### src/rtl/vga_pkg.sv
// ---------------------------------------------------------------------------
// vga_pkg
// Shared timing constants and types for the SVGA 800x600@60 Hz display path
// (40 MHz pixel clock). Counter widths are sized for the longest axis
// (1056 pixel clocks per line).
// ---------------------------------------------------------------------------
package vga_pkg;

    // Horizontal timing, in pixel clocks
    localparam int unsigned H_VISIBLE = 800;
    localparam int unsigned H_FP      = 40;
    localparam int unsigned H_SYNC    = 128;
    localparam int unsigned H_BP      = 88;
    localparam int unsigned H_TOTAL   = H_VISIBLE + H_FP + H_SYNC + H_BP;   // 1056

    // Vertical timing, in lines
    localparam int unsigned V_VISIBLE = 600;
    localparam int unsigned V_FP      = 1;
    localparam int unsigned V_SYNC    = 4;
    localparam int unsigned V_BP      = 23;
    localparam int unsigned V_TOTAL   = V_VISIBLE + V_FP + V_SYNC + V_BP;   // 628

    // Width shared by the raster counters and the cell counters
    localparam int CNT_W = 11;

    typedef logic [11:0]      rgb_t;   // {R[3:0], G[3:0], B[3:0]}
    typedef logic [CNT_W-1:0] cnt_t;

endpackage

### src/rtl/vga_timing.sv
// ---------------------------------------------------------------------------
// vga_timing
// Raster counters and sync decode. h_count runs 0..H_TOT-1 and v_count
// advances each time h_count wraps; both wrap together at the end of frame.
// All outputs are combinational decodes of the current counter values.
//
// Ports
//   clk_40mhz  in   pixel clock
//   reset      in   synchronous, active-high; counters return to (0,0)
//   h_visible  out  h_count inside the active columns
//   v_visible  out  v_count inside the active lines
//   visible    out  both of the above
//   line_end   out  last pixel clock of a line (h_count about to wrap)
//   frame_end  out  last pixel clock of a frame (both counters about to wrap)
//   snap       out  first pixel of the first non-visible line
//   hsync_raw  out  h_count inside the horizontal sync pulse
//   vsync_raw  out  v_count inside the vertical sync pulse
// ---------------------------------------------------------------------------
module vga_timing
    import vga_pkg::*;
#(
    parameter int unsigned H_ACT   = H_VISIBLE,
    parameter int unsigned H_FRONT = H_FP,
    parameter int unsigned H_PULSE = H_SYNC,
    parameter int unsigned H_BACK  = H_BP,
    parameter int unsigned V_ACT   = V_VISIBLE,
    parameter int unsigned V_FRONT = V_FP,
    parameter int unsigned V_PULSE = V_SYNC,
    parameter int unsigned V_BACK  = V_BP
) (
    input  logic clk_40mhz,
    input  logic reset,
    output logic h_visible,
    output logic v_visible,
    output logic visible,
    output logic line_end,
    output logic frame_end,
    output logic snap,
    output logic hsync_raw,
    output logic vsync_raw
);

    localparam int unsigned H_TOT = H_ACT + H_FRONT + H_PULSE + H_BACK;
    localparam int unsigned V_TOT = V_ACT + V_FRONT + V_PULSE + V_BACK;

    cnt_t h_count_q, h_count_d;
    cnt_t v_count_q, v_count_d;

    always_comb begin
        line_end  = (h_count_q == cnt_t'(H_TOT - 1));
        frame_end = line_end && (v_count_q == cnt_t'(V_TOT - 1));

        h_count_d = line_end ? '0 : h_count_q + cnt_t'(1);

        v_count_d = v_count_q;
        if (frame_end) begin
            v_count_d = '0;
        end else if (line_end) begin
            v_count_d = v_count_q + cnt_t'(1);
        end

        h_visible = (h_count_q < cnt_t'(H_ACT));
        v_visible = (v_count_q < cnt_t'(V_ACT));
        visible   = h_visible && v_visible;

        hsync_raw = (h_count_q >= cnt_t'(H_ACT + H_FRONT)) &&
                    (h_count_q <  cnt_t'(H_ACT + H_FRONT + H_PULSE));
        vsync_raw = (v_count_q >= cnt_t'(V_ACT + V_FRONT)) &&
                    (v_count_q <  cnt_t'(V_ACT + V_FRONT + V_PULSE));

        // Start of vertical blanking: the shadow grid may be reloaded here
        // without affecting any visible pixel of the current frame.
        snap = (h_count_q == '0) && (v_count_q == cnt_t'(V_ACT));
    end

    always_ff @(posedge clk_40mhz) begin
        if (reset) begin
            h_count_q <= '0;
            v_count_q <= '0;
        end else begin
            h_count_q <= h_count_d;
            v_count_q <= v_count_d;
        end
    end

endmodule

### src/rtl/grid_vga_renderer.sv
// ---------------------------------------------------------------------------
// grid_vga_renderer
// Display stage for the life grid. The asynchronous grid is resynchronised
// through two register stages, copied into a shadow grid once per frame at
// the start of vertical blanking, and scanned out as square cells of
// CELL_SIZE pixels. Cell coordinates are tracked with incrementing counters
// so no divider is needed.
//
// Ports
//   clk_40mhz   in   pixel clock
//   reset       in   synchronous, active-high
//   grid        in   [HEIGHT-1:0][WIDTH-1:0] live cells, asynchronous source
//   hsync       out  horizontal sync, active-high
//   vsync       out  vertical sync, active-high
//   rgb         out  12-bit colour {R,G,B}
//   frame_done  out  one-cycle pulse after the shadow grid is reloaded
//
// The TIM_* parameters default to 800x600@60 Hz; they exist so the raster
// geometry can be scaled down for short simulations.
// ---------------------------------------------------------------------------
module grid_vga_renderer
    import vga_pkg::*;
#(
    parameter int          WIDTH       = 20,
    parameter int          HEIGHT      = 15,
    parameter int          CELL_SIZE   = 40,
    parameter bit          GRID_LINES  = 1'b1,
    parameter rgb_t        ALIVE_RGB   = 12'hFFF,
    parameter rgb_t        DEAD_RGB    = 12'h000,
    parameter rgb_t        LINE_RGB    = 12'h333,
    parameter int unsigned TIM_H_ACT   = H_VISIBLE,
    parameter int unsigned TIM_H_FRONT = H_FP,
    parameter int unsigned TIM_H_PULSE = H_SYNC,
    parameter int unsigned TIM_H_BACK  = H_BP,
    parameter int unsigned TIM_V_ACT   = V_VISIBLE,
    parameter int unsigned TIM_V_FRONT = V_FP,
    parameter int unsigned TIM_V_PULSE = V_SYNC,
    parameter int unsigned TIM_V_BACK  = V_BP
) (
    input  logic                         clk_40mhz,
    input  logic                         reset,
    input  logic [HEIGHT-1:0][WIDTH-1:0] grid,
    output logic                         hsync,
    output logic                         vsync,
    output rgb_t                         rgb,
    output logic                         frame_done
);

    generate
        if ((WIDTH * CELL_SIZE > int'(TIM_H_ACT)) ||
            (HEIGHT * CELL_SIZE > int'(TIM_V_ACT))) begin : g_geom_check
            $error("grid_vga_renderer: grid does not fit inside the visible area");
        end
    endgenerate

    logic h_visible, v_visible, visible;
    logic line_end, frame_end, snap;
    logic hsync_raw, vsync_raw;

    vga_timing #(
        .H_ACT   (TIM_H_ACT),
        .H_FRONT (TIM_H_FRONT),
        .H_PULSE (TIM_H_PULSE),
        .H_BACK  (TIM_H_BACK),
        .V_ACT   (TIM_V_ACT),
        .V_FRONT (TIM_V_FRONT),
        .V_PULSE (TIM_V_PULSE),
        .V_BACK  (TIM_V_BACK)
    ) u_timing (
        .clk_40mhz (clk_40mhz),
        .reset     (reset),
        .h_visible (h_visible),
        .v_visible (v_visible),
        .visible   (visible),
        .line_end  (line_end),
        .frame_end (frame_end),
        .snap      (snap),
        .hsync_raw (hsync_raw),
        .vsync_raw (vsync_raw)
    );

    logic [HEIGHT-1:0][WIDTH-1:0] grid_meta_q, grid_meta_d;
    logic [HEIGHT-1:0][WIDTH-1:0] grid_sync_q, grid_sync_d;
    logic [HEIGHT-1:0][WIDTH-1:0] shadow_q,    shadow_d;

    cnt_t px_x_q,   px_x_d;
    cnt_t cell_x_q, cell_x_d;
    cnt_t px_y_q,   px_y_d;
    cnt_t cell_y_q, cell_y_d;

    rgb_t rgb_q,        rgb_d;
    logic hsync_q,      hsync_d;
    logic vsync_q,      vsync_d;
    logic frame_done_q, frame_done_d;

    logic in_grid;
    logic cell_alive;

    // Capture and per-frame snapshot. Multi-bit skew between grid bits is
    // harmless because the source changes far slower than a frame.
    always_comb begin
        grid_meta_d = grid;
        grid_sync_d = grid_meta_q;
        shadow_d    = snap ? grid_sync_q : shadow_q;
    end

    // Column position: px_x counts pixels inside a cell, cell_x counts cells.
    // Both are cleared on line_end so they read 0 while h_count is 0.
    always_comb begin
        px_x_d   = px_x_q;
        cell_x_d = cell_x_q;
        if (line_end) begin
            px_x_d   = '0;
            cell_x_d = '0;
        end else if (h_visible) begin
            if (px_x_q == cnt_t'(CELL_SIZE - 1)) begin
                px_x_d   = '0;
                cell_x_d = cell_x_q + cnt_t'(1);
            end else begin
                px_x_d   = px_x_q + cnt_t'(1);
            end
        end
    end

    // Row position: steps once per visible line, cleared at the frame wrap.
    always_comb begin
        px_y_d   = px_y_q;
        cell_y_d = cell_y_q;
        if (frame_end) begin
            px_y_d   = '0;
            cell_y_d = '0;
        end else if (line_end && v_visible) begin
            if (px_y_q == cnt_t'(CELL_SIZE - 1)) begin
                px_y_d   = '0;
                cell_y_d = cell_y_q + cnt_t'(1);
            end else begin
                px_y_d   = px_y_q + cnt_t'(1);
            end
        end
    end

    // Shadow lookup as an explicit compare-select, so an out-of-range cell
    // index simply yields 0 instead of an undefined bit select.
    always_comb begin
        cell_alive = 1'b0;
        for (int r = 0; r < HEIGHT; r++) begin
            for (int c = 0; c < WIDTH; c++) begin
                if ((cell_y_q == cnt_t'(r)) && (cell_x_q == cnt_t'(c))) begin
                    cell_alive = shadow_q[r][c];
                end
            end
        end
    end

    always_comb begin
        in_grid = (cell_x_q < cnt_t'(WIDTH)) && (cell_y_q < cnt_t'(HEIGHT));

        rgb_d = '0;
        if (!visible) begin
            rgb_d = '0;
        end else if (!in_grid) begin
            rgb_d = '0;
        end else if (GRID_LINES && ((px_x_q == '0) || (px_y_q == '0))) begin
            rgb_d = LINE_RGB;
        end else if (cell_alive) begin
            rgb_d = ALIVE_RGB;
        end else begin
            rgb_d = DEAD_RGB;
        end

        // Syncs share the rgb register stage so all three stay aligned.
        hsync_d      = hsync_raw;
        vsync_d      = vsync_raw;
        frame_done_d = snap;
    end

    always_ff @(posedge clk_40mhz) begin
        if (reset) begin
            grid_meta_q  <= '0;
            grid_sync_q  <= '0;
            shadow_q     <= '0;
            px_x_q       <= '0;
            cell_x_q     <= '0;
            px_y_q       <= '0;
            cell_y_q     <= '0;
            rgb_q        <= '0;
            hsync_q      <= 1'b0;
            vsync_q      <= 1'b0;
            frame_done_q <= 1'b0;
        end else begin
            grid_meta_q  <= grid_meta_d;
            grid_sync_q  <= grid_sync_d;
            shadow_q     <= shadow_d;
            px_x_q       <= px_x_d;
            cell_x_q     <= cell_x_d;
            px_y_q       <= px_y_d;
            cell_y_q     <= cell_y_d;
            rgb_q        <= rgb_d;
            hsync_q      <= hsync_d;
            vsync_q      <= vsync_d;
            frame_done_q <= frame_done_d;
        end
    end

    assign rgb        = rgb_q;
    assign hsync      = hsync_q;
    assign vsync      = vsync_q;
    assign frame_done = frame_done_q;

endmodule

### config.mk
export PLATFORM = sky130hd
export DESIGN_NAME = grid_vga_renderer
export DESIGN_NICKNAME = d
export VERILOG_FILES = /design/src/rtl/vga_pkg.sv /design/src/rtl/vga_timing.sv /design/src/rtl/grid_vga_renderer.sv
export SDC_FILE = /design/constraint.sdc
export NUM_CORES = 1
export LEC_CHECK = 0
export ABC_AREA = 0
export ABC_CLOCK_PERIOD_IN_PS = 7190
export CORE_MARGIN = 3
export CORE_UTILIZATION = 62
export CTS_BUF_LIST = sky130_fd_sc_hd__clkbuf_4
export CTS_CLUSTER_DIAMETER = 100
export DETAILED_ROUTE_END_ITERATION = 10
export PLACE_DENSITY = 0.84
export SYNTH_ARGS = -nofsm -noshare
export SYNTH_HDL_FRONTEND = slang
export SYNTH_SLANG_ARGS = --single-unit
### constraint.sdc
create_clock -name clk_40mhz -period 7.19 [get_ports clk_40mhz]
set_input_delay 1.0785 -clock clk_40mhz [delete_from_list [all_inputs] [get_ports clk_40mhz]]
set_output_delay 1.0785 -clock clk_40mhz [all_outputs]
set_load 0.01 [all_outputs]
==> impl_metrics.yaml <==
final_layout:
  drive_above_1_share: 0.1057
  multiInputGateArea_um2: 15040
  final_common_cell: "dfxtp_1"
  postLayoutCoreUtil: 0.7406
  nNetsFinal: 4611
  fin_cells: 5224
  seq_area_um2: 19440
  area.growth.synth_to_final_pct: 17.48
  fillers: 3725
  layout_common_cells: "971 x dfxtp_1, 734 x nand2_1, 623 x nor2b_1"
clocking:
  cts-root-buf: "clkbuf_4"
  cts_tree: "done"
  clkSlewWorstSetupHoldPaths_ns: 0.08
  clk_latency_ns: 1.09
  htreeDepth: 4
  ctsResizeCount: 0
  cts_sinks: 971
  cts_buffers: 218
  clock_path_buffers: 3
  postCtsSetupBuffers: 0
  ctsHoldBuffers: 0
routing:
  routed_wirelength_mm: 112.8
  first_pass_iters: 8
  vias: 30340
  wl_per_cell_um: 21.60
  ant_nets: 0
  drt_iter0_drc: 3179
  vias_per_cell: 5.807
  drc_errors: 0
logic_synthesis:
  synthXorXnorAreaFrac: 0.01443
  synthSimpleGateAreaFrac: 0.2568
  yosysSeqAreaShare: 0.5426
  ys_ff_latch: 971
  synth_top_family_by_area: "simple AND/OR/NAND/NOR gates"
  synth_compound_area_frac: 0.1394
  synth.top_cell.area_share: 0.5426
  syn_nets: 4312
  yosysUniqueCellTypes: 99
  synth_fa_ha_area_frac: 0.005938
  syn_inst: 3993
  yosysWarnings: 0
  synthMuxAreaShare: 0.001956
  syn_area_um2: 35820
  syn_avg_cell_area_um2: 8.971
  synthArstFlopShare: 0
  synth-edff-count: 0
  ys.flop_type: "dfxtp_1"
  synthTopCellsByArea: "dfxtp_1 54%, nor2b_1 11%, nand2_1 7.7%"
  synth_top_cell_by_area: "dfxtp_1"
die:
  die_y_um: 246.4
  die_area_um2: 60700
  pin_count: 317
  rows: 87
  core_area_um2: 56820
  start_util: 0.6304
  fp.dieW_um: 246.4
placement:
  gp_congestion: 1.029
  io_buffer_count: 316
  pre_cts_ws_ns: 2.298
  hpwl_mm: 74.05
  place_inst: 4828
setup_path:
  max_stage_delay_ns: 0.87
  cp_data_required_time_ns: 8.14
  critPathMaxFanout: 30
  worstPathArrival_ns: 5.99
  end_kind: "register"
  start_kind: "register"
  crit_chain: "inv_1 -> ha_1 -> buf_4 -> nor4b_4 -> nand3_1 -> o22a_1 -> a211oi_1 -> o21ai_0 -> o21ai_0 -> a21oi_1 -> a211oi_1 -> o211a_1 -> o21ai_1 -> a31oi_1 -> a31oi_1"
  crit_type: "register to register"
  crit_slowest_cell: "nor4b_4"
timing:
  hold_viol_final: 0
  layout_setup_ws_ns: 2.151
  grt_setup_unrepaired: "false"
  fmax_ghz: 0.1985
  drv_slew: 0
  period_needed_ns: 5.039
  skew_ns: 0.06475
  period_share: 0.7008
  fin_setup_tns_ns: 0
  finalSetupViolCount: 0
  whs_ns: 0.3889
  tightestPinTransition_ns: 1.161
  max_slew_margin: 0.2260
pwr:
  p_leak_nw: 15.51
  vdd_drop_max_uv: 217.1
  p_per_area_nw_per_um2: 245.5
global_routing:
  grt_antenna_before_repair: 2
  grt_pass1_vias: 29730
  grt_max_degree: 264
  grt_pass1_wl_mm: 168.6
  grt-ovfl-total: 0
  grt.total_usage: 0.3643
job:
  maxCapViolations: 0
run_status:
  run_status: "finished clean"
worst_hold_path:
  min_path_type: "register to register"
## logic make-up (layout without fill, tap and decap cells)
family,Yosys count,in the layout
muxes,7,7
DFF,971,971
xor gates and xnor gates,59,59
AOI/OAI and AO/OA,814,814
other,0,4
and+or+nand+nor,1804,1804
adders and majority gates,17,17
buffers and inverters,321,792
## per-stage QoR
step	instance area (um^2)	total power, mW
final	42080	10.33
after global routing	42080	10.74
after CTS	42070	10.41
after detailed placement	39160	6.077
after global placement	39160	6.067
after floorplan	35820	5.867
## power by group
group | total (mW) | switching [mW] | internal, mW
Sequential | 5.58 | 0.0454 | 5.54
Clock | 4.37 | 2.08 | 2.29
Combinational | 0.381 | 0.146 | 0.235
Total | 10.3 | 2.27 | 8.06
## worst max-delay path: cells and delay by family (launching register included)
kind                       cells  cell delay (ns)
and+or+nand+nor                2             1.57
AOI/OAI and AO/OA             10             2.28
adders and majority gates      1             0.17
buffers and inverters          2             0.53
DFF                            1             0.37
## area by class of cell
class,count,area share
clock buffer,337,0.06012
clock inverter,55,0.009068
antenna,4,0.0002379
sequential,971,0.4619
tap,756,0.02248
timing repair buffer,369,0.08592
multi-input combinational,2701,0.3575
inverter,31,0.002765
## routing by layer
metal	GRT usage	vias to the layer above	routed length, um
li1	-	14110	-
met2	0.6031	1493	53860
met1	0.4444	14410	43840
met4	0.1756	0	5118
met3	0.09186	325	10010
met5	0	-	0
## synthesized netlist by cell type, drive strengths merged (9+ instances only)
library cell,number
o31ai,15
nand2,734
o221ai,17
nand4,36
and2,11
a221oi,20
nor3,57
xnor2,21
inv,29
a22oi,16
nand3,57
ha,17
buf,69
nor4,21
o32ai,9
a21oi,416
o22ai,22
and4,12
a211oi,26
or3,9
nor2,177
a32oi,9
a2111oi,11
nand2b,11
o21ai,114
dfxtp,971
nor2b,623
a31oi,24
o211ai,16
xor2,38
clkbuf,221
and3,16
o21a,12
## registers in the layout (all words and copies together) (netlist names)
register,cells
grid_sync_q,300
vsync,1
frame_done,1
rgb,2
px_x_q,11
cell_x_q,11
u_timing.v_count_q,11
px_y_q,11
cell_y_q,11
shadow_q,300
u_timing.h_count_q,11
hsync,1
grid_meta_q,300
## path summary, 6_finish.rpt
path                    from      endpoint  slack [ns]  cells after the start
max              cell_x_q[1]        rgb[8]        2.15                     15
min          grid_sync_q[48]  shadow_q[48]        0.39                      2
max reg2reg      cell_x_q[1]        rgb[8]        2.15                     15
min reg2reg  grid_sync_q[48]  shadow_q[48]        0.39                      2
No activity file was read; power rests on OpenSTA's default activity.
